==> src/rtl/fifo_arb_pkg.sv <==
// Shared types and helpers for the bramfifo write arbiter and related
// round-robin schedulers.
//   arb_state_t : two-state arbiter FSM encoding (IDLE, GRANT)
//   onehot_idx  : index of the set bit in a one-hot vector (highest wins if
//                 more than one is set; zero for an all-zero vector)
package fifo_arb_pkg;

  typedef enum logic {IDLE, GRANT} arb_state_t;

  function automatic int unsigned onehot_idx(input logic [31:0] v);
    int unsigned idx;
    idx = 0;
    for (int unsigned i = 0; i < 32; i++) begin
      if (v[i[4:0]]) idx = i;
    end
    return idx;
  endfunction

endpackage

==> src/rtl/rr_pick.sv <==
// Combinational round-robin picker.
//   req  [N_]  : request vector
//   ptr  [PW]  : highest-priority index; search order ptr, ptr+1, ... mod N_
//   pick [N_]  : one-hot winner, all-zero when nothing requests
//   any        : at least one request present
module rr_pick #(
  parameter  int N_ = 4,
  localparam int PW = (N_ > 1) ? $clog2(N_) : 1
) (
  input  logic [N_-1:0] req,
  input  logic [PW-1:0] ptr,
  output logic [N_-1:0] pick,
  output logic          any
);

  localparam int SW = PW + 1;

  logic [SW-1:0] pos;

  always_comb begin
    pick = '0;
    any  = 1'b0;
    pos  = '0;
    for (int unsigned k = 0; k < N_; k++) begin
      // ptr + k stays below 2*N_, so a single conditional subtract is the modulo.
      pos = {1'b0, ptr} + SW'(k);
      if (pos >= SW'(N_)) pos = pos - SW'(N_);
      if (!any && req[pos[PW-1:0]]) begin
        pick[pos[PW-1:0]] = 1'b1;
        any               = 1'b1;
      end
    end
  end

endmodule

==> src/rtl/fifo_wr_arbiter.sv <==
// Round-robin write arbiter sharing one bramfifo write port between N_
// requesters. A requester owns the port for a whole packet (through the beat
// carrying req_last); writes are throttled by the FIFO fill level so no beat
// is ever dropped.
//   clk, rst_            : clock, asynchronous active-low reset
//   req_valid/data/last  : per-requester beat handshake inputs
//   req_ready            : per-requester accept (only the owner, only with space)
//   fifo_fill            : FIFO occupancy, 0 .. 2**ADDR_
//   fifo_we, fifo_din    : FIFO write port, zero-latency pass-through of owner beat
//   grant                : one-hot owner, all-zero in IDLE
//   busy                 : high while a packet owns the port
module fifo_wr_arbiter
  import fifo_arb_pkg::*;
#(
  parameter int N_    = 4,
  parameter int DATA_ = 8,
  parameter int ADDR_ = 8
) (
  input  logic                      clk,
  input  logic                      rst_,
  input  logic [N_-1:0]             req_valid,
  input  logic [N_-1:0][DATA_-1:0]  req_data,
  input  logic [N_-1:0]             req_last,
  output logic [N_-1:0]             req_ready,
  input  logic [ADDR_:0]            fifo_fill,
  output logic                      fifo_we,
  output logic [DATA_-1:0]          fifo_din,
  output logic [N_-1:0]             grant,
  output logic                      busy
);

  localparam int            PW   = (N_ > 1) ? $clog2(N_) : 1;
  localparam logic [ADDR_:0] FULL = {1'b1, {ADDR_{1'b0}}};

  arb_state_t    state;
  logic [PW-1:0] ptr;
  logic [PW-1:0] gidx;
  logic [PW-1:0] next_ptr;
  logic [N_-1:0] pick;
  logic          any;
  logic          space;
  logic          xfer;
  logic          last;

  rr_pick #(.N_(N_)) u_pick (
    .req  (req_valid),
    .ptr  (ptr),
    .pick (pick),
    .any  (any)
  );

  // grant is all-zero in IDLE, so every grant-qualified output is naturally
  // idle there; illegal fill values above FULL also read as "no space".
  always_comb begin
    space     = (fifo_fill < FULL);
    req_ready = grant & {N_{space}};
    xfer      = |(req_valid & req_ready);
    last      = |(grant & req_last);
    fifo_we   = xfer;
    fifo_din  = '0;
    for (int unsigned i = 0; i < N_; i++) begin
      fifo_din = fifo_din |
                 (req_data[i[PW-1:0]] & {DATA_{xfer & grant[i[PW-1:0]]}});
    end
    gidx     = PW'(onehot_idx(32'(grant)));
    next_ptr = (gidx == PW'(N_ - 1)) ? '0 : gidx + PW'(1);
  end

  always_ff @(posedge clk or negedge rst_) begin
    if (!rst_) begin
      state <= IDLE;
      ptr   <= '0;
      grant <= '0;
      busy  <= 1'b0;
    end else begin
      case (state)
        IDLE: begin
          if (any) begin
            state <= GRANT;
            grant <= pick;
            busy  <= 1'b1;
          end
        end
        GRANT: begin
          if (xfer && last) begin
            state <= IDLE;
            grant <= '0;
            busy  <= 1'b0;
            ptr   <= next_ptr;
          end
        end
        default: begin
          state <= IDLE;
          grant <= '0;
          busy  <= 1'b0;
        end
      endcase
    end
  end

  a_fill_legal:   assert property (@(posedge clk) disable iff (!rst_) fifo_fill <= FULL);
  a_grant_onehot: assert property (@(posedge clk) disable iff (!rst_) $onehot0(grant));
  a_we_busy:      assert property (@(posedge clk) disable iff (!rst_) fifo_we |-> busy);
  a_ready_onehot: assert property (@(posedge clk) disable iff (!rst_) $onehot0(req_ready));

endmodule

==> config.mk <==
export PLATFORM = sky130hd
export DESIGN_NAME = fifo_wr_arbiter
export DESIGN_NICKNAME = d
export VERILOG_FILES = /design/src/rtl/fifo_arb_pkg.sv /design/src/rtl/rr_pick.sv /design/src/rtl/fifo_wr_arbiter.sv
export SDC_FILE = /design/constraint.sdc
export NUM_CORES = 1
export LEC_CHECK = 0
export BUFFER_PORTS_ARGS = -buffer_cell sky130_fd_sc_hd__buf_2
export CORE_MARGIN = 5
export CORE_UTILIZATION = 40
export CTS_CLUSTER_DIAMETER = 100
export DETAILED_ROUTE_END_ITERATION = 8
export PLACE_DENSITY = 0.89
export SLEW_MARGIN = 20
export SYNTH_ARGS = -nofsm -noshare
export SYNTH_HDL_FRONTEND = slang
export SYNTH_SLANG_ARGS = --single-unit
==> constraint.sdc <==
create_clock -name clk -period 2.6 [get_ports clk]
set_input_delay 0.13 -clock clk [delete_from_list [all_inputs] [get_ports clk]]
set_output_delay 0.13 -clock clk [all_outputs]
set_load 0.005 [all_outputs]
==> metrics.txt <==
status=finished clean; average size of a mapped cell=8.521 µm²; Required @ worst endpoint=~2.8 ns; reg2reg path depth=7; P_leak=about 0.70 nW; n_diodes=0; Fmax achieved=approximately 440 MHz; crit path time final=roughly 2.3 ns; Synth cell types=33; Setup crit end=grant[3]; Syn Std Cell Area=around 990 µm²; clock share of power=about 8.0%; total setup buffers inserted after CTS=0; DR DRC count=0; GRT Residual Overflow=0; antenna violations before repair=0; multi-input logic area=between 700 and 800 µm²; Final Setup Violations=0; worst vdd ir=between 500 and 600 µV; share of post-route cells with drive strength above 1=42.13%; number of flops mapped to enable cells by yosys=0; Core Region=0.002410 mm²; Ys Warns=0; layout overhead on the synthesized area=37.59%; hpwl dp=2588 µm; critical path startpoint category=flop; ANT nets after route=0; Max Slew Vio Count=0; final period utilization=a little under 90%; Slew @ Worst Pin=~0.47 ns; final net count=approximately 240; total of max-cap violations=0; Initial Util=41.02%; first-pass GRT wire length=around 4800 µm; Longest Clk Path Bufs=2; register area=~200 µm²; vias per inst=5.774; most frequent cells in the layout=buf_2 (60), a22oi_1 (20), a21oi_1 (13); DRT iter0 DRCs=66; Reg2Reg Launch Point=ptr[1]; Port Buffers=60; Reg power frac=between 10% and 20%; WL final=about 3300 µm; Critical path origin=ptr[1]; Hold Startpoint=req_valid[3]; max_slew headroom=approximately 70%; Fillers=roughly 230; syn nets=approximately 180; Hold WC Path Type=primary input to flop; P per Cell Area=just over 900 mW/mm²; pin count of the biggest net entering global routing=15; clk root buf=clkbuf_4; Synth Instances=about 120; Comb pwr share=72.0%; Tot GR Track Use=17.51%; final hold slack=between 0.2 and 0.25 ns; RSZ-0062 raised after global routing=false; Avg WL per Cell=around 16 µm; routed vias=between 1000 and 1500; crit end category=flop; 1st-pass router iterations=4; ys flop type=dfrtp_1; critical path fanouts, max=6; Placement Rows=18; R2R setup slack=~0.32 ns; Sw Share=between 40% and 50%; CTS Buf Count=3; IO Count=69; worst clock skew=~0.0035 ns; die area=0.003565 mm²; CP arrival=about 2.5 ns; H-tree Lvls=1; Util after Layout=56.44%; vias in the first global route=1070; most common cell after layout, fill and taps aside=buf_2; worst reg2reg endpoint=grant[3]; post-synthesis sequential area ratio=20.25%; # clock sinks=8; final hold vios=0; TNS Setup=0 ns; CTS clk-pin slew, worst paths=0.06 ns; CTS tree=built; die extent in x=~60 µm; switching pwr=between 0.5 and 0.6 mW; Placer Congestion=roughly 0.8; Die Ht=approximately 60 µm; FFs w/ async S/R, synth=between 90% and 100%; Setup Crit Path Kind=flop to flop; clk_lat worst skew=between 0.2 and 0.3 ns; flops & latches, synth=8; Power Internal=0.6367 mW
==> layer usage <==
layer  GRT usage [%]  vias to the layer above  routed length [µm]
li1                -                      583                   -
met1           22.37                      570                1305
met5               0                        -                   0
met4           1.899                        0                   0
met2           30.40                       48                1747
met3           4.536                        0                 247
==> synthesized netlist by cell type, types with 2 or more instances <==
library cell	n	area [µm²]
dfrtp_1	8	200.2
buf_2	2	10.01
clkbuf_1	4	15.01
a22oi_1	20	150.1
mux2_2	3	33.78
nand2_1	4	15.01
nor2_1	4	15.01
nor2b_1	3	18.77
a221oi_1	4	35.03
a211o_1	4	35.03
inv_1	7	26.28
o211ai_1	4	30.03
o31a_1	2	17.52
and3_1	4	25.02
a21oi_1	13	65.06
a31o_1	4	35.03
mux2i_1	3	30.03
ha_1	8	100.1
==> repair_timing <==
| item | CTS | global route |
|---|---|---|
| hold buffers | 1 | 0 |
| gates resized for setup | 0 | 0 |
| endpoints found under the hold margin | 8 | 0 |
==> sequential cells by signal (all words and copies together) (netlist names) <==
name   cells
ptr        2
grant      4
state      1
busy       1
==> power groups by stage <==
stage	Combinational (mW)	Sequential, mW	Clock, mW
after global placement	0.846	0.242	0
after detailed placement	0.878	0.245	0
after global routing	0.975	0.253	0.109
after CTS	0.883	0.243	0.102
after floorplan	0.604	0.237	0
final	0.891	0.247	0.0994
==> through the flow <==
step / cell area, µm² / std cells / worst slack, ns / total power, mW
6_report: 1360 / 208 / 0.3160 / 1.237
3_3_place_gp: 1328 / 204 / 0.4542 / 1.088
2_1_floorplan: 988.4 / 116 / 0.3779 / 0.8412
3_5_place_dp: 1328 / 204 / 0.3520 / 1.123
5_1_grt: 1360 / 208 / 0.2036 / 1.338
4_1_cts: 1360 / 208 / 0.3416 / 1.227
==> worst min path at each step <==
| stage | to | cells after the start |
|---|---|---|
| finish | state | 2 |
| global route | state | 2 |
| CTS | state | 2 |
| detailed placement | ptr[1] | 1 |
| global placement | ptr[1] | 1 |
| floorplan | busy | 0 |
==> critical path, stage by stage, from the launching register on <==
cell	delay [ns]
dfrtp_1	0.35
inv_1	0.09
ha_1	0.40
mux2_2	0.41
mux2i_1	0.32
o211ai_1	0.16
a221oi_1	0.34
a211o_1	0.16
==> layout make-up <==
cell class	instances	share of cell area [%]
clock buffer	3	1.656
inverter	8	2.208
multi-input combinational	93	53.08
sequential	8	14.72
tap	30	2.760
timing repair buffer	66	25.58
==> cell families (layout without fill, tap and decap cells) <==
logic type / count (synthesis) / count (layout) / synth area share [%]
compound gates: 56 / 56 / 41.52
buf+inv: 15 / 77 / 6.708
flops: 8 / 8 / 20.25
simple gates: 22 / 22 / 12.66
mux: 7 / 7 / 8.734
fa+ha+maj: 8 / 8 / 10.13
Note: power is estimated with default switching activity, not from simulation.
